[config.mk]
export PLATFORM = sky130hd
export DESIGN_NAME = hazard_controller
export DESIGN_NICKNAME = d
export VERILOG_FILES = /design/src/rtl/hazard_controller.sv
export SDC_FILE = /design/constraint.sdc
export NUM_CORES = 1
export LEC_CHECK = 0
export CORE_MARGIN = 8
export CORE_UTILIZATION = 23
export CTS_BUF_LIST = sky130_fd_sc_hd__clkbuf_2 sky130_fd_sc_hd__clkbuf_4 sky130_fd_sc_hd__clkbuf_8
export DETAILED_ROUTE_END_ITERATION = 12
export SYNTH_ARGS = -nofsm -noshare
export SYNTH_HDL_FRONTEND = slang
export SYNTH_SLANG_ARGS = --single-unit
[constraint.sdc]
create_clock -name clk_i -period 2 [get_ports clk_i]
set_input_delay 0.4 -clock clk_i [delete_from_list [all_inputs] [get_ports clk_i]]
set_output_delay 0.4 -clock clk_i [all_outputs]
set_load 0.01 [all_outputs]
[src/rtl/hazard_controller.sv]
// Stall/flush sequencer for load-use, taken-branch and multi-cycle MDU hazards.
// Optional perf counters enabled by defining HAZARD_STALL_PERF_EN.
module hazard_controller #(
    parameter int unsigned MDU_LATENCY = 4
) (
    input  logic       clk_i,
    input  logic       rst_i,
    input  logic       IDEX_MemRead_i,
    input  logic       IDEX_mdu_i,
    input  logic [4:0] IDEX_Rt_i,
    input  logic [4:0] IFID_Rs_i,
    input  logic [4:0] IFID_Rt_i,
    input  logic       branch_taken_i,
    output logic       PC_write_o,
    output logic       IFID_write_o,
    output logic       IFID_flush_o,
    output logic       IDEX_write_o,
    output logic       IDEX_flush_o,
    output logic       EXMEM_flush_o,
    output logic       mdu_done_o
`ifdef HAZARD_STALL_PERF_EN
    ,
    output logic [31:0] stall_cnt_o,
    output logic [31:0] flush_cnt_o
`endif
);

    typedef enum logic [1:0] {
        IDLE,
        BUSY,
        DONE
    } state_e;

    localparam logic [3:0] CntLoad = 4'(MDU_LATENCY - 2);

    state_e     state_q, state_d;
    logic [3:0] cnt_q, cnt_d;

    logic mdu_stall;
    logic load_use;
    logic raw_match;

    assign raw_match = (IDEX_Rt_i != 5'd0) &&
                       ((IDEX_Rt_i == IFID_Rs_i) || (IDEX_Rt_i == IFID_Rt_i));

    // The detect cycle in IDLE already counts as the first stall cycle.
    assign mdu_stall = !rst_i &&
                       (((state_q == IDLE) && IDEX_mdu_i) || (state_q == BUSY));

    assign load_use = !rst_i && (state_q == IDLE) && !IDEX_mdu_i &&
                      IDEX_MemRead_i && raw_match;

    assign PC_write_o    = !(mdu_stall || load_use);
    assign IFID_write_o  = !(mdu_stall || load_use);
    assign IDEX_write_o  = !mdu_stall;
    assign IDEX_flush_o  = load_use;
    assign EXMEM_flush_o = mdu_stall;
    assign IFID_flush_o  = !rst_i && branch_taken_i && !mdu_stall && !load_use;
    assign mdu_done_o    = !rst_i && (state_q == DONE);

    always_comb begin
        state_d = state_q;
        cnt_d   = cnt_q;
        unique case (state_q)
            IDLE: begin
                if (IDEX_mdu_i) begin
                    state_d = BUSY;
                    cnt_d   = CntLoad;
                end
            end
            BUSY: begin
                if (cnt_q == 4'd0) begin
                    state_d = DONE;
                end else begin
                    cnt_d = cnt_q - 4'd1;
                end
            end
            DONE: begin
                state_d = IDLE;
            end
            default: begin
                state_d = IDLE;
                cnt_d   = 4'd0;
            end
        endcase
    end

    always_ff @(posedge clk_i) begin
        if (rst_i) begin
            state_q <= IDLE;
            cnt_q   <= 4'd0;
        end else begin
            state_q <= state_d;
            cnt_q   <= cnt_d;
        end
    end

`ifdef HAZARD_STALL_PERF_EN
    logic [31:0] stall_cnt_q, flush_cnt_q;

    always_ff @(posedge clk_i) begin
        if (rst_i) begin
            stall_cnt_q <= 32'd0;
            flush_cnt_q <= 32'd0;
        end else begin
            if (!PC_write_o && (stall_cnt_q != 32'hFFFF_FFFF)) begin
                stall_cnt_q <= stall_cnt_q + 32'd1;
            end
            if (IFID_flush_o && (flush_cnt_q != 32'hFFFF_FFFF)) begin
                flush_cnt_q <= flush_cnt_q + 32'd1;
            end
        end
    end

    assign stall_cnt_o = stall_cnt_q;
    assign flush_cnt_o = flush_cnt_q;
`endif

endmodule

==> impl_results.html, run 1 <==
<table>
<tr><th>Metric</th><th>Value</th></tr>
<tr><th colspan="2">Worst setup path</th></tr>
<tr><td>Data required time at the worst endpoint</td><td>1600 ps</td></tr>
<tr><td>Arrival time at the worst endpoint</td><td>1540 ps</td></tr>
<tr><td>Length in cells of the worst reg-to-reg path</td><td>6</td></tr>
<tr><td>Setup Crit Path Kind</td><td>in2out</td></tr>
<tr><td>Critical path endpoint category</td><td>output pin</td></tr>
<tr><td>Crit Path Max Fanout</td><td>2</td></tr>
<tr><td>Startpoint of the lowest-slack register-to-register path</td><td>cnt_q[0]$_SDFFE_PP0P_</td></tr>
<tr><td>Critical path launch point type</td><td>input port</td></tr>
<tr><td>Setup slack, reg-to-reg</td><td>630 ps</td></tr>
<tr><td>Reg2Reg Capture Point</td><td>cnt_q[1]$_SDFFE_PP0P_</td></tr>
<tr><th colspan="2">Floorplanning</th></tr>
<tr><td>Starting density of the core</td><td>0.2415</td></tr>
<tr><td>Core area</td><td>2212 um2</td></tr>
<tr><td>Die X</td><td>64.20 um</td></tr>
<tr><td>Number of cell rows</td><td>17</td></tr>
<tr><td>Die extent in y</td><td>64.20 um</td></tr>
<tr><td># IOs</td><td>27</td></tr>
<tr><td>Area of the die</td><td>4121 um2</td></tr>
<tr><th colspan="2">Cells and area</th></tr>
<tr><td>Fraction of final layout cells sized beyond drive strength 1</td><td>0.2404</td></tr>
<tr><td>Inserted Diodes</td><td>0</td></tr>
<tr><td>Synthesis-to-finish area growth</td><td>72.83%</td></tr>
<tr><td>Register cell area after layout</td><td>120.1 um2</td></tr>
<tr><td>Utilization after layout</td><td>0.4174</td></tr>
<tr><td>Number of nets in the layout</td><td>about 130</td></tr>
<tr><td>Multi-input logic area</td><td>412.9 um2</td></tr>
<tr><td>Layout filler cell count</td><td>228</td></tr>
<tr><th colspan="2">Power and ir drop</th></tr>
<tr><td>Post-route total power</td><td>roughly 0.00049 W</td></tr>
<tr><td>P per Cell Area</td><td>534.7 nW/um2</td></tr>
<tr><td>Max VDD drop</td><td>0.0002929 V</td></tr>
<tr><td>Leakage power</td><td>0.4400 nW</td></tr>
<tr><th colspan="2">CTS</th></tr>
<tr><td>TritonCTS buffer count</td><td>3</td></tr>
<tr><td>TritonCTS clock tree</td><td>yes</td></tr>
<tr><td>Latest clock arrival within the worst-skew pair</td><td>240 ps</td></tr>
<tr><td>CTS root buf</td><td>clkbuf_4</td></tr>
<tr><td>Register clock-pin slew on the reported worst setup and hold paths</td><td>roughly 40 ps</td></tr>
<tr><td>Post-CTS Hold Buffers</td><td>0</td></tr>
<tr><td>Num Clock Sinks</td><td>6</td></tr>
<tr><td>H-tree Lvls</td><td>1</td></tr>
<tr><td>Buffer levels on the longest clock path</td><td>2</td></tr>
<tr><th colspan="2">Timing</th></tr>
<tr><td>Fin Setup TNS</td><td>0 ps</td></tr>
<tr><td>Final hold violations</td><td>0</td></tr>
<tr><td>Final max-slew violation count</td><td>0</td></tr>
<tr><td>Remaining max-slew budget at the tightest pin</td><td>0.8134</td></tr>
<tr><td>Count of final setup violators</td><td>0</td></tr>
<tr><td>Least setup slack across all paths after layout</td><td>63.04 ps</td></tr>
<tr><td>Worst Hold Margin</td><td>517.6 ps</td></tr>
<tr><td>Crit path time final</td><td>1937 ps</td></tr>
<tr><td>Max Fclk</td><td>516.3 MHz</td></tr>
<tr><td>Final cycle utilization of the critical path</td><td>0.9685</td></tr>
<tr><td>Setup repair after global routing missed its margin</td><td>true</td></tr>
<tr><td>Worst clock skew</td><td>0.1431 ps</td></tr>
<tr><td>Tightest Pin Transition</td><td>279.7 ps</td></tr>
<tr><th colspan="2">GRT</th></tr>
<tr><td>Maximum number of pins on one net before global-route repair</td><td>9</td></tr>
<tr><td>Leftover overflow at the end of global routing</td><td>0</td></tr>
<tr><td>Number of antenna violations at the first check in global routing</td><td>0</td></tr>
<tr><td>First-pass GRT wire length</td><td>around 2600 um</td></tr>
<tr><td>Total track usage</td><td>0.07741</td></tr>
<tr><td>Via count of the first global-routing pass</td><td>590</td></tr>
<tr><th colspan="2">Synth</th></tr>
<tr><td>Mean cell area of the mapped netlist</td><td>7.743 um2</td></tr>
<tr><td>Post-Synthesis Cell Area</td><td>534.3 um2</td></tr>
<tr><td>Number of synthesized flops with an enable pin</td><td>0</td></tr>
<tr><td>Async set-or-reset flop fraction in the synthesized netlist</td><td>0</td></tr>
<tr><td>Yosys reg bits</td><td>6</td></tr>
<tr><td>Instance count of the mapped netlist</td><td>69</td></tr>
<tr><td>Distinct cell type count after synthesis</td><td>24</td></tr>
<tr><td>Share of synthesized area occupied by flip-flops and latches</td><td>0.2248</td></tr>
<tr><td>Net count after synthesis</td><td>91</td></tr>
<tr><td>Flip-flop cell with the highest count after synthesis</td><td>dfxtp_1</td></tr>
<tr><td>Yosys synthesis warning count</td><td>0</td></tr>
<tr><th colspan="2">Min path</th></tr>
<tr><td>Count of cells along the worst hold path</td><td>2</td></tr>
<tr><td>Launch instance of the worst min-delay path</td><td>cnt_q[1]$_SDFFE_PP0P_</td></tr>
<tr><td>Type of the worst min-delay path</td><td>reg2reg</td></tr>
<tr><td>Hold worst-path end</td><td>cnt_q[1]$_SDFFE_PP0P_</td></tr>
<tr><th colspan="2">Detailed routing</th></tr>
<tr><td>Routed vias</td><td>571</td></tr>
<tr><td>Residual DRC</td><td>0</td></tr>
<tr><td>Final ANT Viol Nets</td><td>0</td></tr>
<tr><td>Number of DRC markers in iteration 0</td><td>12</td></tr>
<tr><td>Routed wire length per instance</td><td>11.31 um</td></tr>
<tr><td>Ratio of routed vias to standard cells</td><td>~4.3</td></tr>
<tr><td>Drt pass-1 iters</td><td>4</td></tr>
<tr><td>Total wire length</td><td>1493 um</td></tr>
<tr><th colspan="2">Status</th></tr>
<tr><td>Outcome</td><td>finished clean</td></tr>
<tr><th colspan="2">Placement</th></tr>
<tr><td>Number of input and output port buffers inserted</td><td>26</td></tr>
<tr><td>Weighted congestion at the end of routability-driven global placement</td><td>0.7869</td></tr>
<tr><td>Setup WS pre-CTS</td><td>-534.1 ps</td></tr>
<tr><td>Half-perimeter wire length of the detailed placement result</td><td>1248 um</td></tr>
<tr><th colspan="2">Run</th></tr>
<tr><td>Max-capacitance violation count</td><td>0</td></tr>
</table>
-- layer usage --
layer	GRT usage	part of all wire
met1	0.09100	0.48
met2	0.1192	0.46
met3	0.03484	0.063
met4	0.03270	0
met5	0	0
-- registers in the layout (all words and copies together) (netlist names) --
signal   count
cnt_q        4
state_q      2
-- area by class of cell --
| type | count | area share |
|---|---|---|
| repair buffers | 35 | 0.3442 |
| well taps | 28 | 0.03794 |
| inverters | 4 | 0.01626 |
| flip-flops and latches | 6 | 0.1301 |
| multi-input cells | 56 | 0.4472 |
| clock buffers | 3 | 0.02439 |
-- report_power, final --
| group | switching [W] | internal [W] | total, W |
|---|---|---|---|
| clock network | 0.0000435 | 0.0000679 | 0.000111 |
| registers | 0.0000118 | 0.000133 | 0.000145 |
| logic | 0.000108 | 0.000130 | 0.000237 |
-- stage by stage --
step,instances,instance area (um2)
after floorplan,69,534.3
after global placement,129,879.6
after detailed placement,129,879.6
after CTS,132,897.1
after global routing,132,923.4
final,132,923.4
-- worst max path at each step --
stage	startpoint	slack, ps	to
finish	rst_i	60	EXMEM_flush_o
CTS	IFID_Rt_i[4]	-80	IDEX_flush_o
global route	rst_i	-5	EXMEM_flush_o
floorplan	rst_i	220	PC_write_o
detailed placement	IDEX_Rt_i[0]	-530	IDEX_flush_o
global placement	IDEX_Rt_i[0]	-510	IDEX_flush_o
-- synthesized netlist by cell type (all sizes together) (2+ instances only) --
master,number,area (um2)
xnor2,11,96.34
nor2,7,26.28
dfxtp,6,120.1
nand2,6,22.52
a21oi,5,25.02
inv,4,15.01
nor2b,4,25.02
buf,3,17.52
nand3,3,15.01
nor3,3,15.01
nor3b,3,33.78
o21ai,3,15.01
a2bb2oi,2,23.77
ha,2,25.02
o22ai,2,12.51
-- layout by cell type, fill, tap and decap left out, types with 5 or more instances in the layout --
master	instances
buf_4	9
nand2_1	6
dlymetal6s2s_1	8
clkdlybuf4s50_1	6
dlygate4sd2_1	8
dfxtp_1	6
nor2_1	5
xnor2_1	11
-- kinds of logic after synthesis --
family | synth area share
multiplexers | 0.02108
XOR/XNOR | 0.1803
AO/OA/AOI/OAI | 0.1850
AND/OR/NAND/NOR | 0.2810
adder cells (fa/ha/maj) | 0.04683
flip-flops | 0.2248
buffers and inverters | 0.06089
-- what timing repair did --
action / CTS / global route
buffers inserted: 0 / 0
pin swaps: 1 / 12
gates resized for setup: 25 / 14
endpoints found under the setup margin: 7 / 4
-- worst max-delay path, stage by stage --
cell             delay (ps)
clkdlybuf4s50_1         490
nor2_2                   50
o21ai_1                  90
inv_1                   100
buf_4                   130
dlygate4sd2_1           270
(Power assumes the default switching activity.)
==> inputs of run 2 (changes only) <==
- HOLD_SLACK_MARGIN: default -> 0.02
==> results of run 2 <==
Final layout, timing and power as in run 1 (identical DEF).
